**src/rtl/cpu_types_pkg.sv**
```systemverilog
// rtl/cpu_types_pkg.sv - shared CPU datapath types (word, ALU op, arbiter state)
package cpu_types_pkg;

  localparam int WORD_W  = 32;
  localparam int ALUOP_W = 4;

  typedef logic [WORD_W-1:0] word_t;

  typedef enum logic [ALUOP_W-1:0] {
    ALU_ADD  = 4'd0,
    ALU_SUB  = 4'd1,
    ALU_AND  = 4'd2,
    ALU_OR   = 4'd3,
    ALU_XOR  = 4'd4,
    ALU_SLL  = 4'd5,
    ALU_SRL  = 4'd6,
    ALU_SRA  = 4'd7,
    ALU_SLT  = 4'd8,
    ALU_SLTU = 4'd9
  } aluop_t;

  typedef enum logic {
    ARB_IDLE = 1'b0,
    ARB_EXEC = 1'b1
  } arb_state_t;

endpackage

```
**src/rtl/alu_share_arbiter_rr_pick.sv**
```systemverilog
// rtl/alu_share_arbiter_rr_pick.sv - combinational round-robin picker: first eligible at or after rr_ptr
module rr_pick #(
  parameter int NREQ  = 2,
  parameter int SEL_W = $clog2(NREQ)
) (
  input  logic [NREQ-1:0]  elig,
  input  logic [SEL_W-1:0] rr_ptr,
  output logic             found,
  output logic [SEL_W-1:0] idx
);

  always_comb begin
    found = 1'b0;
    idx   = '0;
    for (int k = 0; k < NREQ; k++) begin
      automatic int c = int'(rr_ptr) + k;
      if (c >= NREQ) c = c - NREQ;
      if (!found && elig[c]) begin
        found = 1'b1;
        idx   = c[SEL_W-1:0];
      end
    end
  end

endmodule

```
**src/rtl/alu_share_arbiter.sv**
```systemverilog
// rtl/alu_share_arbiter.sv - round-robin sharing of one ALU between NREQ requesters
// with latched operands and a private response register per requester.
module alu_share_arbiter
  import cpu_types_pkg::*;
#(
  parameter int NREQ = 2
) (
  input  logic                          CLK,
  input  logic                          RST,
  input  logic [NREQ-1:0]               req_valid,
  output logic [NREQ-1:0]               req_ready,
  input  logic [NREQ-1:0][WORD_W-1:0]   req_in1,
  input  logic [NREQ-1:0][WORD_W-1:0]   req_in2,
  input  logic [NREQ-1:0][ALUOP_W-1:0]  req_op,
  output logic [NREQ-1:0]               rsp_valid,
  input  logic [NREQ-1:0]               rsp_ack,
  output logic [NREQ-1:0][WORD_W-1:0]   rsp_out,
  output logic [NREQ-1:0]               rsp_neg,
  output logic [NREQ-1:0]               rsp_over,
  output logic [NREQ-1:0]               rsp_zero,
  output logic [WORD_W-1:0]             alu_in1,
  output logic [WORD_W-1:0]             alu_in2,
  output logic [ALUOP_W-1:0]            aluop,
  input  logic [WORD_W-1:0]             alu_out,
  input  logic                          neg_f,
  input  logic                          over_f,
  input  logic                          zero_f
);

  localparam int SEL_W = $clog2(NREQ);

  arb_state_t                  state_q,     state_d;
  logic [SEL_W-1:0]            rr_ptr_q,    rr_ptr_d;
  logic [SEL_W-1:0]            gnt_idx_q,   gnt_idx_d;
  logic [WORD_W-1:0]           op_in1_q,    op_in1_d;
  logic [WORD_W-1:0]           op_in2_q,    op_in2_d;
  logic [ALUOP_W-1:0]          op_code_q,   op_code_d;
  logic [NREQ-1:0]             rsp_valid_q, rsp_valid_d;
  logic [NREQ-1:0][WORD_W-1:0] rsp_out_q,   rsp_out_d;
  logic [NREQ-1:0]             rsp_neg_q,   rsp_neg_d;
  logic [NREQ-1:0]             rsp_over_q,  rsp_over_d;
  logic [NREQ-1:0]             rsp_zero_q,  rsp_zero_d;

  logic [NREQ-1:0]             elig;
  logic                        pick_found;
  logic [SEL_W-1:0]            pick_idx;

  // Registered rsp_valid only: an ack this cycle does not make a requester eligible until next cycle.
  assign elig = req_valid & ~rsp_valid_q;

  rr_pick #(
    .NREQ  (NREQ),
    .SEL_W (SEL_W)
  ) u_rr_pick (
    .elig   (elig),
    .rr_ptr (rr_ptr_q),
    .found  (pick_found),
    .idx    (pick_idx)
  );

  always_comb begin
    state_d     = state_q;
    rr_ptr_d    = rr_ptr_q;
    gnt_idx_d   = gnt_idx_q;
    op_in1_d    = op_in1_q;
    op_in2_d    = op_in2_q;
    op_code_d   = op_code_q;
    rsp_valid_d = rsp_valid_q & ~rsp_ack;
    rsp_out_d   = rsp_out_q;
    rsp_neg_d   = rsp_neg_q;
    rsp_over_d  = rsp_over_q;
    rsp_zero_d  = rsp_zero_q;
    req_ready   = '0;

    case (state_q)
      ARB_IDLE: begin
        if (pick_found) begin
          req_ready[pick_idx] = 1'b1;
          op_in1_d            = req_in1[pick_idx];
          op_in2_d            = req_in2[pick_idx];
          op_code_d           = req_op[pick_idx];
          gnt_idx_d           = pick_idx;
          rr_ptr_d            = (pick_idx == SEL_W'(NREQ - 1)) ? '0 : pick_idx + SEL_W'(1);
          state_d             = ARB_EXEC;
        end
      end
      ARB_EXEC: begin
        // The granted slot was empty at accept, so this set never races its own ack.
        rsp_out_d[gnt_idx_q]   = alu_out;
        rsp_neg_d[gnt_idx_q]   = neg_f;
        rsp_over_d[gnt_idx_q]  = over_f;
        rsp_zero_d[gnt_idx_q]  = zero_f;
        rsp_valid_d[gnt_idx_q] = 1'b1;
        state_d                = ARB_IDLE;
      end
      default: state_d = ARB_IDLE;
    endcase
  end

  always_ff @(posedge CLK) begin
    if (RST) begin
      state_q     <= ARB_IDLE;
      rr_ptr_q    <= '0;
      gnt_idx_q   <= '0;
      op_in1_q    <= '0;
      op_in2_q    <= '0;
      op_code_q   <= '0;
      rsp_valid_q <= '0;
      rsp_out_q   <= '0;
      rsp_neg_q   <= '0;
      rsp_over_q  <= '0;
      rsp_zero_q  <= '0;
    end else begin
      state_q     <= state_d;
      rr_ptr_q    <= rr_ptr_d;
      gnt_idx_q   <= gnt_idx_d;
      op_in1_q    <= op_in1_d;
      op_in2_q    <= op_in2_d;
      op_code_q   <= op_code_d;
      rsp_valid_q <= rsp_valid_d;
      rsp_out_q   <= rsp_out_d;
      rsp_neg_q   <= rsp_neg_d;
      rsp_over_q  <= rsp_over_d;
      rsp_zero_q  <= rsp_zero_d;
    end
  end

  assign rsp_valid = rsp_valid_q;
  assign rsp_out   = rsp_out_q;
  assign rsp_neg   = rsp_neg_q;
  assign rsp_over  = rsp_over_q;
  assign rsp_zero  = rsp_zero_q;
  assign alu_in1   = op_in1_q;
  assign alu_in2   = op_in2_q;
  assign aluop     = op_code_q;

endmodule

```
**config.mk**
```make
export PLATFORM = sky130hd
export DESIGN_NAME = alu_share_arbiter
export DESIGN_NICKNAME = d
export VERILOG_FILES = /design/src/rtl/cpu_types_pkg.sv /design/src/rtl/alu_share_arbiter_rr_pick.sv /design/src/rtl/alu_share_arbiter.sv
export SDC_FILE = /design/constraint.sdc
export NUM_CORES = 1
export LEC_CHECK = 0
export CAP_MARGIN = 10
export CORE_AREA = 2 2 125 127
export CTS_CLUSTER_SIZE = 25
export DETAILED_ROUTE_END_ITERATION = 7
export DIE_AREA = 0 0 127 129
export GPL_TIMING_DRIVEN = 0
export PLACE_DENSITY = 0.82
export SETUP_SLACK_MARGIN = 0.2
export SLEW_MARGIN = 20
export SYNTH_ARGS = -nofsm -noshare
export SYNTH_HDL_FRONTEND = slang
export SYNTH_SLANG_ARGS = --single-unit
```
**constraint.sdc**
```tcl
create_clock -name CLK -period 2.8 [get_ports CLK]
set_input_delay 0.42 -clock CLK [delete_from_list [all_inputs] [get_ports CLK]]
set_output_delay 0.42 -clock CLK [all_outputs]
set_load 0.05 [all_outputs]
```
# == After elaboration in Yosys (flattened, before gate mapping) ==
# Index checks and enable logic that the tools add are counted.
# totals
output_inout_bits,142
mem_bits_ro,0
register_bits,143
ramBits,0
latch_bits,0
input_bits,177
mem_count,0
# op_classes
shifts,0
eq_ne,0
bitwise,6
mul,0
reduce_logical,5
n_mux,34
n_div,0
order_cmp,8
add_sub_neg,4
# ops
cell,count
$mux 32,7
$bwmux 64,1
$lt 32x3->1 const B,2
$demux 32 s1,1
$ge 32x3->1 const B,1
$sub 32x3->32 const B,1
$mux 1,14
$mux 4,2
$bwmux 2,3
$mux 2,3
$and 2x2->2,2
$lt 1x2->1 const B,2
$not 2->2,2
$logic_and 1x1->1,3
$sub 1x2->3 const B,1
$add 1x1->2 const B,1
$demux 1 s1,2
$ge 1x1->1 const B,2
$ge 1x2->1 const B,1
$or 2x2->2,1
$pmux 1 s2,1
$reduce_and 2->1,1
$add 1x1->1 const B,1
$logic_not 1->1,1
$not 1->1,1

# == Depth between registers and ports, before layout ==
# Gate-level depths: netlist of run 1.
# logic_depth
word_depth,15
ltp_mapped,7
depth_no_buf,4

# == Hierarchy ==
# A second synthesis of run 1 with hierarchy kept.
# unflattened
hier_cells,635
hier_area_um2,5984.5
# by_module_without_submodules
mod,cells_per_inst,area_each_um2,n_inst
alu_share_arbiter,632,5967.0,1
rr_pick,3,17.5,1

# == Worst setup path after synthesis of run 1 ==
# No wires, ideal clock.
# synth_timing
kind,register to output
from,"reg rsp_valid_q[1], in the netlist rsp_valid[1]"
to,out req_ready[0]
n_path_buf,0
stages_incl_launch_ff,3
arrival_ns,2.048
required_time_ns,2.380
setup_slack_ns,0.332
cell_sequence,dfxtp_1 -> and3b_1 -> nor3_1
# synth_via
elab_chain_cells,15
word_cells_on_any_way,21
cone_classes,2 x order compare; 14 x mux; 2 x bitwise; 3 x reduce/logical
# synth_lines
element,line_no,rtl
from (decl),alu_share_arbiter.sv:38,"logic [NREQ-1:0] rsp_valid_q, rsp_valid_d;"
from (signal assigned),alu_share_arbiter.sv:120,rsp_valid_q <= rsp_valid_d;
$not 2->2 *,alu_share_arbiter.sv:49,assign elig = req_valid & ~rsp_valid_q;
$and 2x2->2 *,alu_share_arbiter.sv:49,
$mux 1 (not written as such) (3 in a row),alu_share_arbiter_rr_pick.sv:18,if (!found && elig[c]) begin
$mux 1,alu_share_arbiter_rr_pick.sv:18,
$logic_not 1->1,alu_share_arbiter_rr_pick.sv:18,
$logic_and 1x1->1,alu_share_arbiter_rr_pick.sv:18,
$mux 1,alu_share_arbiter_rr_pick.sv:18,
$lt 1x2->1 (not written as such) / $ge 1x1->1 (equally long branches),alu_share_arbiter.sv:78,req_ready[pick_idx] = 1'b1;
$logic_and 1x1->1 (not written as such),alu_share_arbiter.sv:78,
$mux 1 (not written as such),alu_share_arbiter.sv:78,
$demux 1 s1,alu_share_arbiter.sv:78,
$mux 2 *,alu_share_arbiter.sv:77,if (pick_found) begin
$mux 2 *,alu_share_arbiter.sv:75,case (state_q)
to (decl),alu_share_arbiter.sv:11,"output logic [NREQ-1:0] req_ready,"
# Mark *: on every way between the ends. The rest lies on a longest branch, timed or not. The select of a mux whose other input is x is not followed.

# == Worst setup path after layout of run 1 ==
# layout_timing
from,in req_valid[1]
to,out req_ready[0]
# layout_via
elab_chain_cells,14
word_cells_on_any_way,20
cone_classes,2 x order compare; 14 x mux; 1 x bitwise; 3 x reduce/logical
# layout_lines
element,line_no,rtl
from (decl),alu_share_arbiter.sv:10,"input logic [NREQ-1:0] req_valid,"
$and 2x2->2 *,alu_share_arbiter.sv:49,
$mux 1 (not written as such) (3 in a row),alu_share_arbiter_rr_pick.sv:18,
$mux 1,alu_share_arbiter_rr_pick.sv:18,
$logic_not 1->1,alu_share_arbiter_rr_pick.sv:18,
$logic_and 1x1->1,alu_share_arbiter_rr_pick.sv:18,
$mux 1,alu_share_arbiter_rr_pick.sv:18,
$lt 1x2->1 (not written as such) / $ge 1x1->1 (equally long branches),alu_share_arbiter.sv:78,
$logic_and 1x1->1 (not written as such),alu_share_arbiter.sv:78,
$mux 1 (not written as such),alu_share_arbiter.sv:78,
$demux 1 s1,alu_share_arbiter.sv:78,
$mux 2 *,alu_share_arbiter.sv:77,
$mux 2 *,alu_share_arbiter.sv:75,
# Marked as above.

==> results.cfg, run 1 <==
[power_and_ir_drop]
power_frac_seq_pct = 38.5
total_power_mw = 5.90
clockPowerShare_pct = 36.9
p_int_mw = 4.07
sw_frac_of_total_pct = 31.0
max-vdd-ir-drop_uv = 410
power_leakage_nw = 3.43
power_density_mw_per_mm2 = 640
power_switching_mw = 1.83
p_comb_share_pct = 24.6

[synth]
netlist_area_mm2 = 0.00524
ys_seq_elements = 143
synth_cell_types = 20
ys_seq_area_share_pct = 54.6
ys_warn_count = 0
synth_fp_nets = 736
synth_area_leader_cell = dfxtp_1
synth_area_leaders = dfxtp_1, a221o_1, nand2_1
synth_top_area_share_pct = 54.6
syn_inst = 559
avgSynthCellArea_um2 = 9.37

[sta]
tightest_slew_ns = 0.686
setup_ws_ns = 0.483
fin_skew_ns = 0.00924
fmax_ghz = 0.432
period_minus_slack_ns = 2.32
drv_slew = 0
rsz0062_at_grt = no
finalSetupTns_ns = 0
relSlewSlack_pct = 53.9
setup_viol = 0
final_hold_viol_count = 0
fin_crit_sh_pct = 82.8

[critical_path]
worst_setup_path_start_kind = input pin
rr_startpoint = state_q
rr_endpoint = alu_in1[29]
critPathKind = in2out
r2r_slack_ns = 0.83
critPathCaptureType = output port
cp.required_ns = 2.38
ff2ff_path_depth = 6
crit_fanout = 2
arrival_ns = 1.90

[cells_and_area]
final_common_cell = clkdlybuf4s50_1
nets = 1072
mostFrequentLayoutCells = clkdlybuf4s50_1, dfxtp_1, nand2_1
drive_above_1_share_pct = 5.18
n_antenna_cell = 0
post-route-util_pct = 61.5
final_cell_count_no_fill = 1096
syn_to_final_growth_pct = 75.9

[global_route]
grt_remaining_overflow = 0
grt_pass1_wl_mm = 27.5
grt_pass1_vias = 5094
grt_max_degree = 17
track_usage_pct = 21.7
antenna_found_initial = 0

[placement]
placed_cells = 1064
io_buffers = 317
place_worst_setup_slack_ns = 0.212
dp_hpwl_mm = 14.0
gp_congestion = 0.815

[min_path]
hold_path.startpoint = rsp_out[58]
whs_path_depth = 2
hold_path_class = reg2reg
worstHoldEndpoint = rsp_out[58]

[clock_tree]
cts.path.max_buffers = 2
post-cts-setup-buffers = 0
cts_tree = yes
cts.sink_count = 143
htreeDepth = 4
numCtsBuffers = 17
ctsHoldBuffers = 0
clk_pin_slew_ns = 0.06
cts-root-buf = clkbuf_16
clkLatencyLatePin_ns = 0.42

[run]
cap_violations = 0

[floorplan]
initial_core_util_pct = 35.0
die_h_um = 129
core_area_mm2 = 0.0150
dieArea_mm2 = 0.0164
boundaryPins = 319
rows = 45
dieWidth_um = 127

[drt]
vias_per_cell = 4.91
ant_nets = 0
drc_errors = 0
routed-via-count = 5385
drt_first_pass_iters = 5
drt_iter0_drc = 264
drt_wl_total_mm = 18.5
routedWlPerCell_um = 16.9

[outcome]
status = completed
[area by class of cell]
cell class,instances,area [µm²]
clock buffer,21,460
clock inverter,11,105
multi-input combinational,369,2150
sequential,143,2860
tap,188,235
buffer,47,221
fill,1261,5760
timing repair buffer,317,3170
[synth_stat cells (all sizes together)]
master    n
nor3      2
nand2b    5
nand2   141
a21oi    74
dfxtp   143
nor3b     1
a221o    68
and3b     1
a21o      1
nor2      3
nor4      2
nor2b     2
and2     69
buf      12
clkbuf   35
[metal layers]
layer | GRT usage, % | vias to the layer above | wire (µm)
met5 | 0 | - | 0
met4 | 9.11 | 0 | 476
met3 | 7.11 | 32 | 1330
met2 | 36.1 | 215 | 9290
met1 | 26.0 | 2512 | 7440
li1 | - | 2626 | -
[worst max path at each step]
stage          slack (ns)      endpoint  depth (start not counted)    startpoint
5_1_grt              0.38  req_ready[0]                          4  req_valid[1]
3_3_place_gp         0.19  req_ready[1]                          4  req_valid[0]
6_report             0.48  req_ready[0]                          4  req_valid[1]
2_1_floorplan        0.33  req_ready[0]                          2  rsp_valid[1]
3_5_place_dp         0.21  req_ready[0]                          4  req_valid[1]
4_1_cts              0.20  req_ready[1]                          4  req_valid[0]
[sequential cells by signal, summed over array words and instances, names as in the netlist]
| name | cells |
|---|---|
| aluop | 4 |
| rsp_neg | 2 |
| rsp_out | 64 |
| rr_ptr_q | 1 |
| rsp_valid | 2 |
| alu_in2 | 32 |
| rsp_zero | 2 |
| state_q | 1 |
| alu_in1 | 32 |
| gnt_idx_q | 1 |
| rsp_over | 2 |
[through the flow]
step | instance area (µm²) | hold WS, ns
2_1_floorplan | 5240 | 0.493
6_report | 9210 | 0.452
3_3_place_gp | 8650 | 0.441
5_1_grt | 9210 | 0.475
3_5_place_dp | 8650 | 0.446
4_1_cts | 9210 | 0.453
[power groups by stage]
stage,Sequential (mW),Combinational [mW],Clock [mW]
2_1_floorplan,2.81,0.302,0
3_3_place_gp,2.31,1.44,0
3_5_place_dp,2.31,1.45,0
4_1_cts,2.27,1.46,2.21
5_1_grt,2.29,1.52,2.31
6_report,2.27,1.45,2.17
[critical path, stage by stage]
cell and delay, ns:
clkdlybuf4s50_1 0.42, and3b_1 0.21, nor3_1 0.25, dlygate4sd2_1 0.59
[what timing repair did]
| action | in CTS | in global routing |
|---|---|---|
| gates resized for setup | 1 | 1 |
| endpoints found under the setup margin | 1 | 1 |
| pin swaps | 0 | 0 |
[cells by family after synthesis]
| family | Yosys count | share of synthesized area [%] |
|---|---|---|
| AND/OR/NAND/NOR | 226 | 20.9 |
| flip-flops | 143 | 54.6 |
| AO/OA/AOI/OAI | 143 | 20.2 |
| buffers and inverters | 47 | 4.23 |
Note: power is estimated with default switching activity, not from simulation.
==> run 2, diff against run 1 <==
- CORE_AREA: 2 2 125 127 -> 2 2 122 124
- DIE_AREA: 0 0 127 129 -> 0 0 124 126
- PLACE_DENSITY: 0.82 -> 0.85
- clock period: 2.8 -> 2.4 ns (I/O delays scaled with it)
==> results.cfg, run 2 (synthesis gave the netlist of run 1 again) <==
[drt]
drt_wl_total_mm = 18.5
vias_per_cell = 4.94
ant_nets = 0
drc_errors = 0
routed-via-count = 5393
drt_iter0_drc = 236
drt_first_pass_iters = 5
routedWlPerCell_um = 16.9

[placement]
place_worst_setup_slack_ns = -0.0614
io_buffers = 317
dp_hpwl_mm = 14.0
placed_cells = 1060
gp_congestion = 0.820

[critical_path]
arrival_ns = 1.73
max_stage_delay_ns = 0.88
slowest_stage = clkdlybuf4s50_1
endpoint = rsp_valid[0]
cp.required_ns = 2.04
crit_chain = clkdlybuf4s50_1
critPathCaptureType = output port
critPathKind = reg2out
worst_setup_path_start_kind = flop
critical_path_depth = 1
crit_start = rsp_valid[0]
r2r_slack_ns = 0.45
crit_fanout = 4
critical_path_buf_inv_count = 1
rr_startpoint = rsp_valid[1]
crit_family = buffers and inverters
rr_endpoint = alu_in2[8]
ff2ff_path_depth = 6

[clock_tree]
htreeDepth = 4
post-cts-setup-buffers = 0
clkLatencyLatePin_ns = 0.41
ctsHoldBuffers = 0
clk_pin_slew_ns = 0.06
cts.sink_count = 143
cts.path.max_buffers = 2
cts_tree = yes
numCtsBuffers = 17
cts-root-buf = clkbuf_16

[power_and_ir_drop]
clockPowerShare_pct = 39.6
max-vdd-ir-drop_uv = 444
power_density_mw_per_mm2 = 776
power_leakage_nw = 3.46
power_switching_mw = 2.09
p_comb_share_pct = 23.5
total_power_mw = 7.20
p_int_mw = 5.11
power_frac_seq_pct = 36.9
sw_frac_of_total_pct = 29.0

[sta]
setup_viol = 0
relSlewSlack_pct = 59.7
setup_ws_ns = 0.313
rsz0062_at_grt = no
fin_crit_sh_pct = 87.0
final_hold_viol_count = 0
fmax_ghz = 0.479
tightest_slew_ns = 0.600
drv_slew = 0
period_minus_slack_ns = 2.09
fin_skew_ns = 0.00436

[global_route]
track_usage_pct = 22.8
grt_max_degree = 17
antenna_found_initial = 1
grt_pass1_vias = 5104
grt_pass1_wl_mm = 27.2
grt_remaining_overflow = 0

[outcome]
status = completed

[floorplan]
boundaryPins = 319
rows = 44
dieWidth_um = 124
die_h_um = 126
dieArea_mm2 = 0.0156
core_area_mm2 = 0.0143
initial_core_util_pct = 36.6

[cells_and_area]
final_common_cell = clkdlybuf4s50_1
nets = 1072
syn_to_final_growth_pct = 77.2
largest_reg_flops = 64
mostFrequentLayoutCells = clkdlybuf4s50_1, dfxtp_1, nand2_1
final_cell_count_no_fill = 1092
n_antenna_cell = 0
drive_above_1_share_pct = 5.62

[min_path]
hold_path_class = reg2reg

[run]
cap_violations = 0
==> run 2: how the worst min path moves through the flow <==
stage / from / to / slack [ns] / cells past startpoint
2_1_floorplan: rr_ptr_q / rr_ptr_q / 0.49 / 2
3_3_place_gp: rsp_out[28] / rsp_out[28] / 0.44 / 2
3_5_place_dp: rsp_out[20] / rsp_out[20] / 0.45 / 2
4_1_cts: rsp_out[4] / rsp_out[4] / 0.45 / 2
5_1_grt: rsp_out[23] / rsp_out[23] / 0.47 / 2
6_report: rsp_out[63] / rsp_out[63] / 0.45 / 2
==> run 2: metrics by stage <==
stage | area (µm²) | hold WS, ns | setup TNS (ns) | utilization [%]
6_report | 9280 | 0.453 | 0 | 64.9
5_1_grt | 9280 | 0.470 | 0 | 64.9
4_1_cts | 9290 | 0.455 | 0 | 64.9
3_5_place_dp | 8650 | 0.447 | -0.0879 | 60.4
3_3_place_gp | 8650 | 0.441 | -0.0643 | 60.4
2_1_floorplan | 5250 | 0.493 | 0 | -
==> run 2: cell type report <==
| type | count | area (µm²) |
|---|---|---|
| Buffer | 47 | 221 |
| Clock buffer | 23 | 488 |
| Clock inverter | 9 | 154 |
| Fill cell | 1196 | 5030 |
| Multi-Input combinational cell | 369 | 2160 |
| Sequential cell | 143 | 2860 |
| Tap cell | 184 | 230 |
| Timing Repair Buffer | 317 | 3160 |
==> run 2: routing by layer <==
| metal | GRT usage [%] | up-vias | share of wire, % |
|---|---|---|---|
| met2 | 38.3 | 235 | 49 |
| met4 | 10.8 | 2 | 3.2 |
| met1 | 25.8 | 2496 | 38 |
| met5 | 0 | - | 0.038 |
| met3 | 7.56 | 42 | 9.4 |
| li1 | - | 2618 | - |
==> run 2: worst reg2reg max path, stage by stage (launching register included) <==
cell      delay (ns)
dfxtp_1         0.34
nand2b_1        0.21
nor4_2          0.54
buf_2           0.33
buf_4           0.20
and2_1          0.17
a221o_1         0.11
==> run 2: power by group through the flow <==
stage	combinational [mW]	sequential [mW]	clock, mW
global route	1.77	2.67	3.00
global placement	1.68	2.70	0
CTS	1.70	2.65	2.89
detailed placement	1.69	2.70	0
finish	1.69	2.65	2.85
floorplan	0.355	3.28	0
==> run 2: timing repair <==
action,4_1_cts,5_1_grt
setup endpoints to repair,2,2
pin swaps,0,0
resized for setup,4,2
==> run 3, diff against run 2 <==
- CORE_AREA: 2 2 122 124 -> unset
- CORE_UTILIZATION: unset -> 39
- DIE_AREA: 0 0 124 126 -> unset
- MAX_ROUTING_LAYER: unset -> met4
- PLACE_DENSITY: 0.85 -> 0.86
- SYNTH_HIERARCHICAL: unset -> 1
==> results.cfg, run 3 <==
[critical_path]
arrival_ns = 1.75
rr_endpoint = alu_in2[3]
ff2ff_path_depth = 7
critPathKind = in2out
r2r_slack_ns = 0.60
rr_startpoint = rsp_valid[1]
crit_fanout = 10
worst_setup_path_start_kind = input pin
cp.required_ns = 2.04
critPathCaptureType = output port

[cells_and_area]
post-route-util_pct = 67.6
multi_input_area_mm2 = 0.00276
final_cell_count_no_fill = 1172
nets = 1151
seq_area_mm2 = 0.00286
fillerInstances = 1161
largest_reg_flops = 64
final_common_cell = clkdlybuf4s50_1
mostFrequentLayoutCells = clkdlybuf4s50_1, nand2_1, dfxtp_1
syn_to_final_growth_pct = 66.6
drive_above_1_share_pct = 13.8

[floorplan]
core_area_mm2 = 0.0148
initial_core_util_pct = 40.6
dieWidth_um = 126
rows = 44
die_h_um = 126
boundaryPins = 319
dieArea_mm2 = 0.0158

[min_path]
hold_path_class = reg2reg
whs_path_depth = 2
worstHoldEndpoint = rsp_zero[1]
hold_path.startpoint = rsp_zero[1]

[global_route]
grt_max_degree = 17
grt_pass1_wl_mm = 29.4
antenna_found_initial = 1
gr-usage-met1_pct = 25.3
grtUsageMet2_pct = 42.4
use_met3_pct = 7.60
grt_pass1_vias = 5823
grt-busiest-layer = met2
grt_remaining_overflow = 0
track_usage_pct = 24.6

[synth]
avgSynthCellArea_um2 = 9.42
netlist_area_mm2 = 0.00598
synth-edff-count = 0
synth_area_leader_cell = dfxtp_1
ys_seq_elements = 143
synth_area_leaders = dfxtp_1, a211oi_2, mux2i_1
synth.cells.most_frequent = dfxtp_1, nand2_1, a21oi_1, nor2_1, mux2i_1
postSynth.asyncResetShare_pct = 0
synth_cell_types = 22
ys_seq_area_share_pct = 47.8
ys_warn_count = 6
synth_flop_cell = dfxtp_1
synth_fp_nets = 812
syn_inst = 635
synth_top_area_share_pct = 47.8

[sta]
final_hold_viol_count = 0
period_minus_slack_ns = 2.11
fin_crit_sh_pct = 88.0
setup_viol = 0
relSlewSlack_pct = 50.4
rsz0062_at_grt = no
whs_ns = 0.453
fin_skew_ns = 0.0116
fmax_ghz = 0.473
tightest_slew_ns = 0.744
drv_slew = 0
setup_ws_ns = 0.287

[drt]
ant_nets = 0
drt_first_pass_iters = 4
routed-via-count = 5760
vias_per_cell = 4.91
drt_wl_total_mm = 19.3
routedWlPerCell_um = 16.5
drt_iter0_drc = 238
drc_errors = 0

[placement]
gp_congestion = 0.840
placed_cells = 1136
place_worst_setup_slack_ns = -0.550
dp_hpwl_mm = 15.1
io_buffers = 317

[clock_tree]
cts_tree = yes
ctsHoldBuffers = 0
clk_pin_slew_ns = 0.06
cts.path.max_buffers = 2
cts.sink_count = 143
cts-root-buf = clkbuf_16
htreeDepth = 4
clkLatencyLatePin_ns = 0.42
numCtsBuffers = 17

[power_and_ir_drop]
power_switching_mw = 2.36
power_density_mw_per_mm2 = 714
clockPowerShare_pct = 32.8
sw_frac_of_total_pct = 33.2
power_frac_seq_pct = 37.3
p_comb_share_pct = 29.9
power_leakage_nw = 3.68
p_int_mw = 4.76
total_power_mw = 7.12
max-vdd-ir-drop_uv = 477

[outcome]
status = completed

[run]
cap_violations = 0
-- run 3: power by group through the flow --
stage               registers, mW  logic (mW)  clock network [mW]
floorplan                    3.33       0.661                   0
global placement             2.70        2.09                   0
detailed placement           2.71        2.12                   0
CTS                          2.66        2.13                2.37
global route                 2.68        2.23                2.49
finish                       2.66        2.13                2.33
-- run 3: worst max-delay path: stages --
cell	delay, ns
clkdlybuf4s50_1	0.44
nor2b_1	0.13
a21boi_2	0.17
buf_6	0.12
buf_6	0.15
nand2b_1	0.15
inv_1	0.05
buf_4	0.18
-- run 3: worst max-delay path by stage --
| stage | startpoint | cells after the start | slack, ns | end |
|---|---|---|---|---|
| finish | req_valid[1] | 8 | 0.29 | req_ready[0] |
| global route | req_valid[0] | 8 | 0.20 | req_ready[0] |
| CTS | req_valid[0] | 8 | 0.20 | req_ready[1] |
| detailed placement | req_valid[1] | 8 | -0.55 | req_ready[1] |
| global placement | req_valid[1] | 8 | -0.56 | req_ready[1] |
| floorplan | rsp_valid[1] | 6 | 0.39 | req_ready[0] |
-- run 3: metrics by stage --
stage	TNS [ns]	cell area (µm²)
finish	0	9970
global route	0	9970
CTS	0	9940
detailed placement	-1.06	9390
global placement	-1.06	9390
floorplan	0	5980
-- run 3: cells by family after synthesis --
group	count (synthesis)	share of synthesized area (%)
simple gates	224	14.6
compound gates	143	19.9
flops	143	47.8
mux	68	11.4
buf+inv	57	6.31
-- run 3: area by class of cell --
cell class | count | share of cell area, %
Inverter | 3 | 0.113
Sequential cell | 143 | 28.7
Antenna cell | 1 | 0.0251
Clock buffer | 20 | 4.38
Multi-Input combinational cell | 435 | 27.6
Buffer | 54 | 3.88
Clock inverter | 12 | 0.891
Timing Repair Buffer | 320 | 32.0
Tap cell | 184 | 2.31
-- run 3: repair_timing --
item                       4_1_cts  5_1_grt
pin swaps                        0        1
setup endpoints to repair        2        2
buffers inserted                 2        1
resized for setup               17        5
-- run 3: layer usage --
layer | up-vias | share of wire, %
li1 | 2845 | -
met1 | 2630 | 39
met2 | 239 | 50
met3 | 46 | 7.0
met4 | 0 | 3.6
met5 | - | 0
